## src/rtl/vrf_pkg.sv

```systemverilog
// Shared definitions for the VRF write-port scheduler: requester indices,
// FSM state type and default tuning parameters.
package vrf_pkg;

   localparam int unsigned REQ_LD   = 0;
   localparam int unsigned REQ_VALU = 1;
   localparam int unsigned REQ_TC   = 2;

   localparam int unsigned AGE_MAX_DEF   = 4;
   localparam int unsigned BURST_MAX_DEF = 8;

   typedef enum logic [0:0] {
      StIdle,
      StOwn
   } vrf_state_e;

endpackage

```

## src/rtl/vrf_wr_sched_if.sv

```systemverilog
// Request/grant bundle between the VRF write-port requesters and the scheduler.
interface vrf_wr_sched_if #(
   parameter int unsigned NREQ = 3
) ();

   logic [NREQ-1:0] req;
   logic [NREQ-1:0] last;
   logic [NREQ-1:0] gnt;
   logic            busy;
   logic            preempt;

   modport master (
      output req,
      output last,
      input  gnt,
      input  busy,
      input  preempt
   );

   modport slave (
      input  req,
      input  last,
      output gnt,
      output busy,
      output preempt
   );

endinterface

```

## src/rtl/vrf_prio_pick.sv

```systemverilog
// One-hot winner select: lowest-index starving requester, else fixed priority,
// ignoring requesters in the exclude mask.
module vrf_prio_pick #(
   parameter int unsigned NREQ    = 3,
   parameter int unsigned AW      = 3,
   parameter int unsigned AGE_MAX = 4
) (
   input  logic [NREQ-1:0]         req_i,
   input  logic [NREQ-1:0]         excl_i,
   input  logic [NREQ-1:0][AW-1:0] age_i,
   output logic [NREQ-1:0]         pick_o,
   output logic                    valid_o
);

   localparam logic [AW-1:0] AgeSat = AW'(AGE_MAX);

   logic [NREQ-1:0] cand;
   logic [NREQ-1:0] starve;
   logic [NREQ-1:0] pool;

   always_comb begin
      cand   = req_i & ~excl_i;
      starve = '0;
      for (int i = 0; i < int'(NREQ); i++) begin
         starve[i] = cand[i] && (age_i[i] == AgeSat);
      end
      pool    = (|starve) ? starve : cand;
      // Isolate the lowest set bit of the pool.
      pick_o  = pool & (~pool + NREQ'(1));
      valid_o = |cand;
   end

endmodule

```

## src/rtl/vrf_wr_sched.sv

```systemverilog
// VRF write-port scheduler: one owner at a time, burst-limited under contention,
// starvation-aware arbitration with zero-bubble handoff.
module vrf_wr_sched
   import vrf_pkg::*;
#(
   parameter int unsigned NREQ      = 3,
   parameter int unsigned AGE_MAX   = AGE_MAX_DEF,
   parameter int unsigned BURST_MAX = BURST_MAX_DEF
) (
   input  logic           clk,
   input  logic           nrst,
   vrf_wr_sched_if.slave  bus
);

   localparam int unsigned AW = $clog2(AGE_MAX + 1);
   localparam int unsigned CW = $clog2(BURST_MAX + 1);
   localparam logic [AW-1:0] AgeSat    = AW'(AGE_MAX);
   localparam logic [CW-1:0] BurstSat  = CW'(BURST_MAX);
   localparam logic [CW-1:0] BurstLast = CW'(BURST_MAX - 1);

   vrf_state_e              state_q, state_d;
   logic [NREQ-1:0]         gnt_q, gnt_d;
   logic                    busy_q, busy_d;
   logic                    preempt_q, preempt_d;
   logic [CW-1:0]           cnt_q, cnt_d;
   logic [NREQ-1:0][AW-1:0] age_q, age_d;

   logic [NREQ-1:0] beat;
   logic [NREQ-1:0] excl;
   logic [NREQ-1:0] pick;
   logic            pick_vld;
   logic            own_beat;
   logic            own_last;
   logic            others;
   logic            burst_end;
   logic            rel;
   logic            arb;

   always_comb begin
      beat      = gnt_q & bus.req;
      own_beat  = |beat;
      own_last  = |(beat & bus.last);
      others    = |(bus.req & ~gnt_q);
      // cnt_q counts earlier beats, so this beat is the BURST_MAX-th one.
      burst_end = own_beat && others && (cnt_q >= BurstLast);
      rel       = (state_q == StOwn) && (own_last || !own_beat || burst_end);
      arb       = (state_q == StIdle) || rel;
      excl      = (state_q == StOwn) ? gnt_q : '0;
   end

   vrf_prio_pick #(
      .NREQ    (NREQ),
      .AW      (AW),
      .AGE_MAX (AGE_MAX)
   ) u_pick (
      .req_i   (bus.req),
      .excl_i  (excl),
      .age_i   (age_q),
      .pick_o  (pick),
      .valid_o (pick_vld)
   );

   always_comb begin
      state_d   = state_q;
      gnt_d     = gnt_q;
      cnt_d     = cnt_q;
      preempt_d = 1'b0;

      if (arb) begin
         cnt_d = '0;
         if (pick_vld) begin
            gnt_d   = pick;
            state_d = StOwn;
         end else if (state_q == StOwn && own_beat) begin
            // Sole requester finishing a burst keeps the port with a fresh count.
            gnt_d = gnt_q;
         end else begin
            gnt_d   = '0;
            state_d = StIdle;
         end
         preempt_d = rel && burst_end && !own_last;
      end else if (own_beat && cnt_q != BurstSat) begin
         cnt_d = cnt_q + CW'(1);
      end

      busy_d = |gnt_d;

      age_d = '0;
      for (int i = 0; i < int'(NREQ); i++) begin
         if (bus.req[i] && !gnt_q[i]) begin
            age_d[i] = (age_q[i] == AgeSat) ? AgeSat : age_q[i] + AW'(1);
         end
      end
   end

   always_ff @(posedge clk or negedge nrst) begin
      if (!nrst) begin
         state_q   <= StIdle;
         gnt_q     <= '0;
         busy_q    <= 1'b0;
         preempt_q <= 1'b0;
         cnt_q     <= '0;
         age_q     <= '0;
      end else begin
         state_q   <= state_d;
         gnt_q     <= gnt_d;
         busy_q    <= busy_d;
         preempt_q <= preempt_d;
         cnt_q     <= cnt_d;
         age_q     <= age_d;
      end
   end

   assign bus.gnt     = gnt_q;
   assign bus.busy    = busy_q;
   assign bus.preempt = preempt_q;

endmodule
```

## src/flat_wrapper.sv

```systemverilog
// flat-port wrapper written by rule: the top's interface ports become plain ports
module vrf_wr_sched_flat import vrf_pkg::*;
#(
   parameter int unsigned NREQ      = 3,
   parameter int unsigned AGE_MAX   = AGE_MAX_DEF,
   parameter int unsigned BURST_MAX = BURST_MAX_DEF
)
  (clk, nrst, bus_req, bus_last, bus_gnt, bus_busy, bus_preempt);
  vrf_wr_sched_if #(.NREQ(NREQ)) bus_i ();
  input  logic clk;
  input  logic nrst;
  input wire logic [$bits(bus_i.req)-1:0] bus_req;
  input wire logic [$bits(bus_i.last)-1:0] bus_last;
  output wire logic [$bits(bus_i.gnt)-1:0] bus_gnt;
  output wire logic [$bits(bus_i.busy)-1:0] bus_busy;
  output wire logic [$bits(bus_i.preempt)-1:0] bus_preempt;
  assign bus_i.req = bus_req;
  assign bus_i.last = bus_last;
  assign bus_gnt = bus_i.gnt;
  assign bus_busy = bus_i.busy;
  assign bus_preempt = bus_i.preempt;
  vrf_wr_sched #(.NREQ(NREQ), .AGE_MAX(AGE_MAX), .BURST_MAX(BURST_MAX)) u_core (.clk(clk), .nrst(nrst), .bus(bus_i));
endmodule
```

## config.mk

```make
export PLATFORM = sky130hd
export DESIGN_NAME = vrf_wr_sched_flat
export DESIGN_NICKNAME = d
export VERILOG_FILES = /design/src/rtl/vrf_pkg.sv /design/src/rtl/vrf_wr_sched_if.sv /design/src/rtl/vrf_prio_pick.sv /design/src/rtl/vrf_wr_sched.sv /design/src/flat_wrapper.sv
export SDC_FILE = /design/constraint.sdc
export NUM_CORES = 1
export LEC_CHECK = 0
export BUFFER_PORTS_ARGS = -buffer_cell sky130_fd_sc_hd__buf_2
export CAP_MARGIN = 25
export CELL_PAD_IN_SITES_DETAIL_PLACEMENT = 1
export CELL_PAD_IN_SITES_GLOBAL_PLACEMENT = 1
export CORE_ASPECT_RATIO = 1.5
export CORE_MARGIN = 2
export CORE_UTILIZATION = 30
export DETAILED_ROUTE_END_ITERATION = 10
export PLACE_DENSITY = 0.61
export SLEW_MARGIN = 10
export SYNTH_ARGS = -nofsm -noshare
export SYNTH_HDL_FRONTEND = slang
export SYNTH_SLANG_ARGS = --single-unit
```

## constraint.sdc

```tcl
create_clock -name clk -period 3.8 [get_ports clk]
set_clock_uncertainty 0.15 [all_clocks]
set_input_delay 0.57 -clock clk [delete_from_list [all_inputs] [get_ports clk]]
set_output_delay 0.57 -clock clk [all_outputs]
set_load 0.02 [all_outputs]
```

==> results of run 1 <==
routing by layer:
metal / track usage (%) / vias to the layer above / share of wire (%)
li1: - / 396 / -
met1: 16.1 / 409 / 41
met2: 25.7 / 13 / 54
met3: 2.58 / 4 / 2.7
met4: 8.19 / 0 / 2.2
met5: 0 / - / 0
metrics by stage:
stage	cell area (um^2)	worst slack (ns)	total power, mW
floorplan	1010	1.98	0.511
global placement	1120	1.72	0.595
detailed placement	1120	1.64	0.606
CTS	1160	1.82	0.757
global route	1160	1.67	0.806
finish	1160	1.82	0.739
flip-flops by register name, summed over array words and instances, names as in the netlist:
signal              cells
u_core.cnt_q            4
u_core.state_q          1
u_core.age_q            9
u_core.bus.preempt      1
u_core.bus.gnt          3
u_core.bus.busy         1
worst max-delay path: cells and delay by family (launching register included):
| family | cells | cell delay (ns) |
|---|---|---|
| AO/OA/AOI/OAI | 2 | 0.93 |
| flip-flops | 1 | 0.44 |
| AND/OR/NAND/NOR | 2 | 0.36 |
worst paths after layout:
check / to / slack [ns] / startpoint
setup / recovery: u_core.bus.gnt[1]$_DFF_PN0_ / 1.82 / u_core.bus.gnt[1]$_DFF_PN0_
setup reg to reg: u_core.bus.gnt[1]$_DFF_PN0_ / 1.82 / u_core.bus.gnt[1]$_DFF_PN0_
hold reg to reg: u_core.age_q[0]$_DFF_PN0_ / 0.32 / u_core.age_q[0]$_DFF_PN0_
max in group asynchronous: u_core.age_q[0]$_DFF_PN0_ / 3.07 / nrst
min in group clk: u_core.age_q[0]$_DFF_PN0_ / 0.32 / u_core.age_q[0]$_DFF_PN0_
hold / removal: u_core.age_q[1]$_DFF_PN0_ / 0.11 / nrst
cells in the mapped netlist, drive strengths merged:
master,instances,share of area [%]
dfrtp,19,47
inv,14,5.2
nor2,11,4.1
nand2,9,3.4
ha,8,9.9
nand3,8,4.0
nand2b,4,2.5
nor3,4,2.0
a211oi,3,2.2
a21boi,3,2.2
a21oi,3,1.5
and3,2,1.7
nor3b,2,1.5
o32ai,2,1.7
xnor2,2,1.7
a21o,1,0.75
a222oi,1,0.99
a22oi,1,0.75
a31o,1,0.87
a31oi,1,0.62
a32oi,1,0.87
mux2i,1,0.99
nand4,1,0.62
nor2b,1,0.87
nor4,1,0.62
o21ai,1,0.50
o22ai,1,0.62
cells by family (layout without fill, tap and decap cells):
group / after synthesis / count (layout)
simple gates: 43 / 43
compound gates: 19 / 19
flops: 19 / 19
buf+inv: 14 / 30
fa+ha+maj: 8 / 8
xor+xnor: 2 / 2
mux: 1 / 1
final cells by class:
class / count / area [um^2]
Clock buffer: 4 / 45.0
Fill cell: 403 / 2030
Inverter: 14 / 52.6
Multi-Input combinational cell: 73 / 479
Sequential cell: 19 / 475
Tap cell: 40 / 50.0
Timing Repair Buffer: 12 / 60.1
power groups by stage:
stage,Clock [mW],Combinational (mW),Sequential [mW]
after detailed placement,0,0.295,0.311
after global placement,0,0.287,0.309
after global routing,0.156,0.334,0.315
final,0.141,0.291,0.306
after CTS,0.152,0.298,0.307
after floorplan,0,0.194,0.317
==> results.cfg, run 1 <==
[synth]
syn_inst = 106
synth_mux_area_share_pct = 0.994
synthXorXnorAreaFrac_pct = 1.74
synth-simple-area-share_pct = 21.2
synth_cell_types = 29
syn-num-nets = 122
synth_top_family_by_area = simple AND/OR/NAND/NOR gates
ys_ff_latch = 19
synthAdderAreaFrac_pct = 9.94
yosysSeqAreaShare_pct = 47.2
synth_area_um2 = 1010
synth-compound-area-share_pct = 13.7
postSynthAreaPerCell_um2 = 9.50
ys_warn_count = 0

[layout]
utilization_pct = 36.4
drive_gt1_share_pct = 13.9
area_delta_synth_final_pct = 15.4
fin_cells = 162
layout_common_cells = dfrtp_1 (19), inv_1 (14), buf_2 (12)
finalNetCount = 139
final_common_cell = dfrtp_1
antenna_cells = 0

[drt]
vias = 822
wl_um = 2330
drc_errors = 0
vias_per_cell = 5.07
drt_first_pass_iters = 4
drtAntennaViolNets = 0
drtIter0Drc = 8
wl_per_cell_um = 14.4

[placement]
portBuffers = 12
dp_hpwl_um = 1790
gp_congestion = 0.747
placed_cells = 158

[sta]
grt_setup_unrepaired = false
fin_setup_tns_ns = 0
whs_ns = 0.110
slew_viol_final = 0
worst_pin_slew_ns = 0.620
hold_viol_final = 0
finalCritPeriodShare_pct = 52.0
relSlewSlack_pct = 58.6
fmax_ghz = 0.506
setup_violations = 0
finalCriticalPeriod_ns = 1.98

[power]
combPwrFrac_pct = 39.4
p_per_area_nw_per_um2 = 635
ir_drop_mv = 0.290
switching_share_pct = 40.1
p_sw_mw = 0.296
p_leak_nw = 0.522
p_seq_share_pct = 41.5
clockPowerShare_pct = 19.1
power.internal_mw = 0.443

[status]
status = finished clean

[job]
max_cap_viol_count = 0

[setup_path]
cp.required_ns = 3.80
cp.arrival_ns = 1.98
worstSetupEndpointType = flip-flop
path_cells = a222oi_1 -> nor2b_2 -> and3_4 -> o32ai_1
ff2ff_path_depth = 4
crit_path_max_fanout = 6
crit_path_top_delay_cell = a222oi_1
critPathLaunchType = flip-flop
cp_slowest_stage_delay_ns = 0.63
critPathKind = reg2reg

[global_route]
grt_usage_pct = 14.4
grt_pass1_vias = 884
grt_pass1_wl_um = 4010
antenna_found_initial = 0
overflow = 0
grt_max_degree = 20

[floorplanning]
core_um2 = 3190
initial_utilization_pct = 31.6
num_io_pins = 13
dieArea_um2 = 3850
die_w_um = 51.3
die_h_um = 75.0
num_rows = 25

[clock_network]
ctsResizeCount = 0
cts_tree = built
numClockSinks = 19
clk_pin_slew_ns = 0.07
cts_made_buffers = 3
root_buffer = clkbuf_8
ctsHoldBuffers = 0
cts_max_level = 1
cts_setup_buffers = 0
clk_latency_ns = 0.26
cts_max_path_buffers = 2

[worst_hold_path]
hold_path_class = in2async
(Power assumes the default switching activity.)
==> inputs of run 2 (changes only) <==
Settings changed: PLACE_DENSITY 0.61 to 0.64.
Clock period 3.8 ns to 1.6 ns, I/O delays scaled along.
==> run 2 against run 1 <==
The run now ends with setup timing left. Sequential share of layout area fell by 6.2 points. Final area up 19%. Sequential cell count did not move. First-iteration DRC count increased by 50%. Die area did not move. Total power rose to 2.9 times the previous value. Critical endpoint is now u_core.bus.gnt[0]$_DFF_PN0_. Highest routed layer unchanged.
==> results.cfg, run 2 (synthesis gave the netlist of run 1 again) <==
[floorplanning]
dieArea_um2 = 3850
core_um2 = 3190
die_w_um = 51.3
die_h_um = 75.0
num_rows = 25
num_io_pins = 13
initial_utilization_pct = 31.6

[power]
p_per_area_nw_per_um2 = 1530
ir_drop_mv = 0.665
p_leak_nw = 0.627

[status]
status = complete, but fails checks
violations = setup timing

[setup_path]
crit_path_max_fanout = 3
regToRegEndpoint = u_core.bus.gnt[0]$_DFF_PN0_
cp.required_ns = 1.61
ff2ff_path_depth = 5
reg2reg_from = u_core.bus.gnt[1]$_DFF_PN0_
cp.arrival_ns = 1.66
critPathLaunchType = flip-flop
critPathKind = reg2reg
r2r_slack_ns = -0.05
worstSetupEndpointType = flip-flop

[placement]
dp_hpwl_um = 1930
gp_congestion = 0.935
portBuffers = 12
place_area_um2 = 1220

[layout]
area_delta_synth_final_pct = 36.8
drive_gt1_share_pct = 34.3
finalNetCount = 157
layout_common_cells = buf_4 (17), dfrtp_1 (17), inv_1 (14)
largest_register_ffs = 9
antenna_cells = 0
max_flop_register = u_core.age_q
finalInstanceArea_um2 = 1380

[global_route]
grt_max_degree = 20
overflow = 0
grt_usage_pct = 16.1
grt_pass1_vias = 979
antenna_found_initial = 0
grt_pass1_wl_um = 4560

[clock_network]
cts_made_buffers = 3
cts_max_path_buffers = 2
clk_latency_ns = 0.26
numClockSinks = 19
root_buffer = clkbuf_8
cts_tree = built
clk_pin_slew_ns = 0.07
cts_max_level = 1

[drt]
vias_per_cell = 4.96
wl_per_cell_um = 14.7
drt_first_pass_iters = 4
vias = 892
drtAntennaViolNets = 0
wl_um = 2650
drc_errors = 0
drtIter0Drc = 12

[worst_hold_path]
min_to = u_core.age_q[1]$_DFF_PN0_
worstHoldStart = bus_req[0]
min_path_cells = 4
hold_path_class = in2reg

[sta]
relSlewSlack_pct = 71.1
finalCritPeriodShare_pct = 103
whs_ns = 0.255
hold_viol_final = 0
slew_viol_final = 0
setup_slack_ns = -0.0511
finalCriticalPeriod_ns = 1.65
fmax_ghz = 0.606
grt_setup_unrepaired = true
setup_violations = 2
worst_pin_slew_ns = 0.434

[job]
max_cap_viol_count = 0
-- run 2: timing repair --
item                       CTS  global route
hold buffers                 1             0
setup endpoints to repair    6             7
buffers inserted             1             2
hold endpoints to repair    19             0
gates resized for setup      6             8
pin swaps                    3             1
-- run 2: metrics by stage --
stage                TNS, ns  worst slack [ns]  utilization (%)  total power, mW  std cells
finish                -0.102           -0.0511             43.2             2.11        180
global route          -0.366            -0.106             43.2             2.27        180
CTS                  -0.0879           -0.0430             41.4             2.04        178
detailed placement    -0.233           -0.0993             38.4             1.63        172
global placement    -0.00190          -0.00190             38.4             1.60        172
floorplan             -0.352            -0.139                -             1.22        106
-- run 2: where the power goes --
| part | switching, mW | internal, mW | leakage, nW |
|---|---|---|---|
| clock network | 0.167 | 0.173 | 0.0255 |
| logic | 0.550 | 0.499 | 0.356 |
| registers | 0.113 | 0.606 | 0.246 |
| total | 0.829 | 1.28 | 0.627 |
-- run 2: worst max path at each step --
stage,start,end,slack (ns),cells after the start
global route,u_core.cnt_q[0]$_DFFE_PN0P_,u_core.cnt_q[1]$_DFFE_PN0P_,-0.11,5
global placement,u_core.bus.gnt[0]$_DFF_PN0_,u_core.bus.gnt[0]$_DFF_PN0_,-0.002,5
detailed placement,u_core.bus.gnt[0]$_DFF_PN0_,u_core.bus.gnt[0]$_DFF_PN0_,-0.1,5
CTS,u_core.bus.gnt[1]$_DFF_PN0_,u_core.bus.gnt[0]$_DFF_PN0_,-0.04,5
finish,u_core.bus.gnt[1]$_DFF_PN0_,u_core.bus.gnt[0]$_DFF_PN0_,-0.05,5
floorplan,u_core.bus.gnt[1]$_DFF_PN0_,u_core.bus.gnt[0]$_DFF_PN0_,-0.14,4
-- run 2: cell type report --
| type | count | area, um^2 |
|---|---|---|
| clock buffers | 3 | 41.3 |
| clock inverters | 1 | 5.00 |
| fillers | 384 | 1810 |
| inverters | 14 | 52.6 |
| multi-input cells | 73 | 553 |
| flip-flops and latches | 19 | 478 |
| well taps | 40 | 50.0 |
| repair buffers | 30 | 198 |
-- run 2: critical path, stage by stage, from the launching register on --
cell and delay (ns):
dfrtp_2 0.41, a222oi_1 0.34, buf_4 0.21, nor2b_4 0.04
and3_4 0.16, o32ai_2 0.25
-- run 2: layer usage --
| layer | track usage, % | share of wire, % |
|---|---|---|
| met4 | 10.2 | 3.9 |
| met5 | 0 | 0 |
| met3 | 2.98 | 3.5 |
| met2 | 28.1 | 54 |
| met1 | 17.9 | 39 |
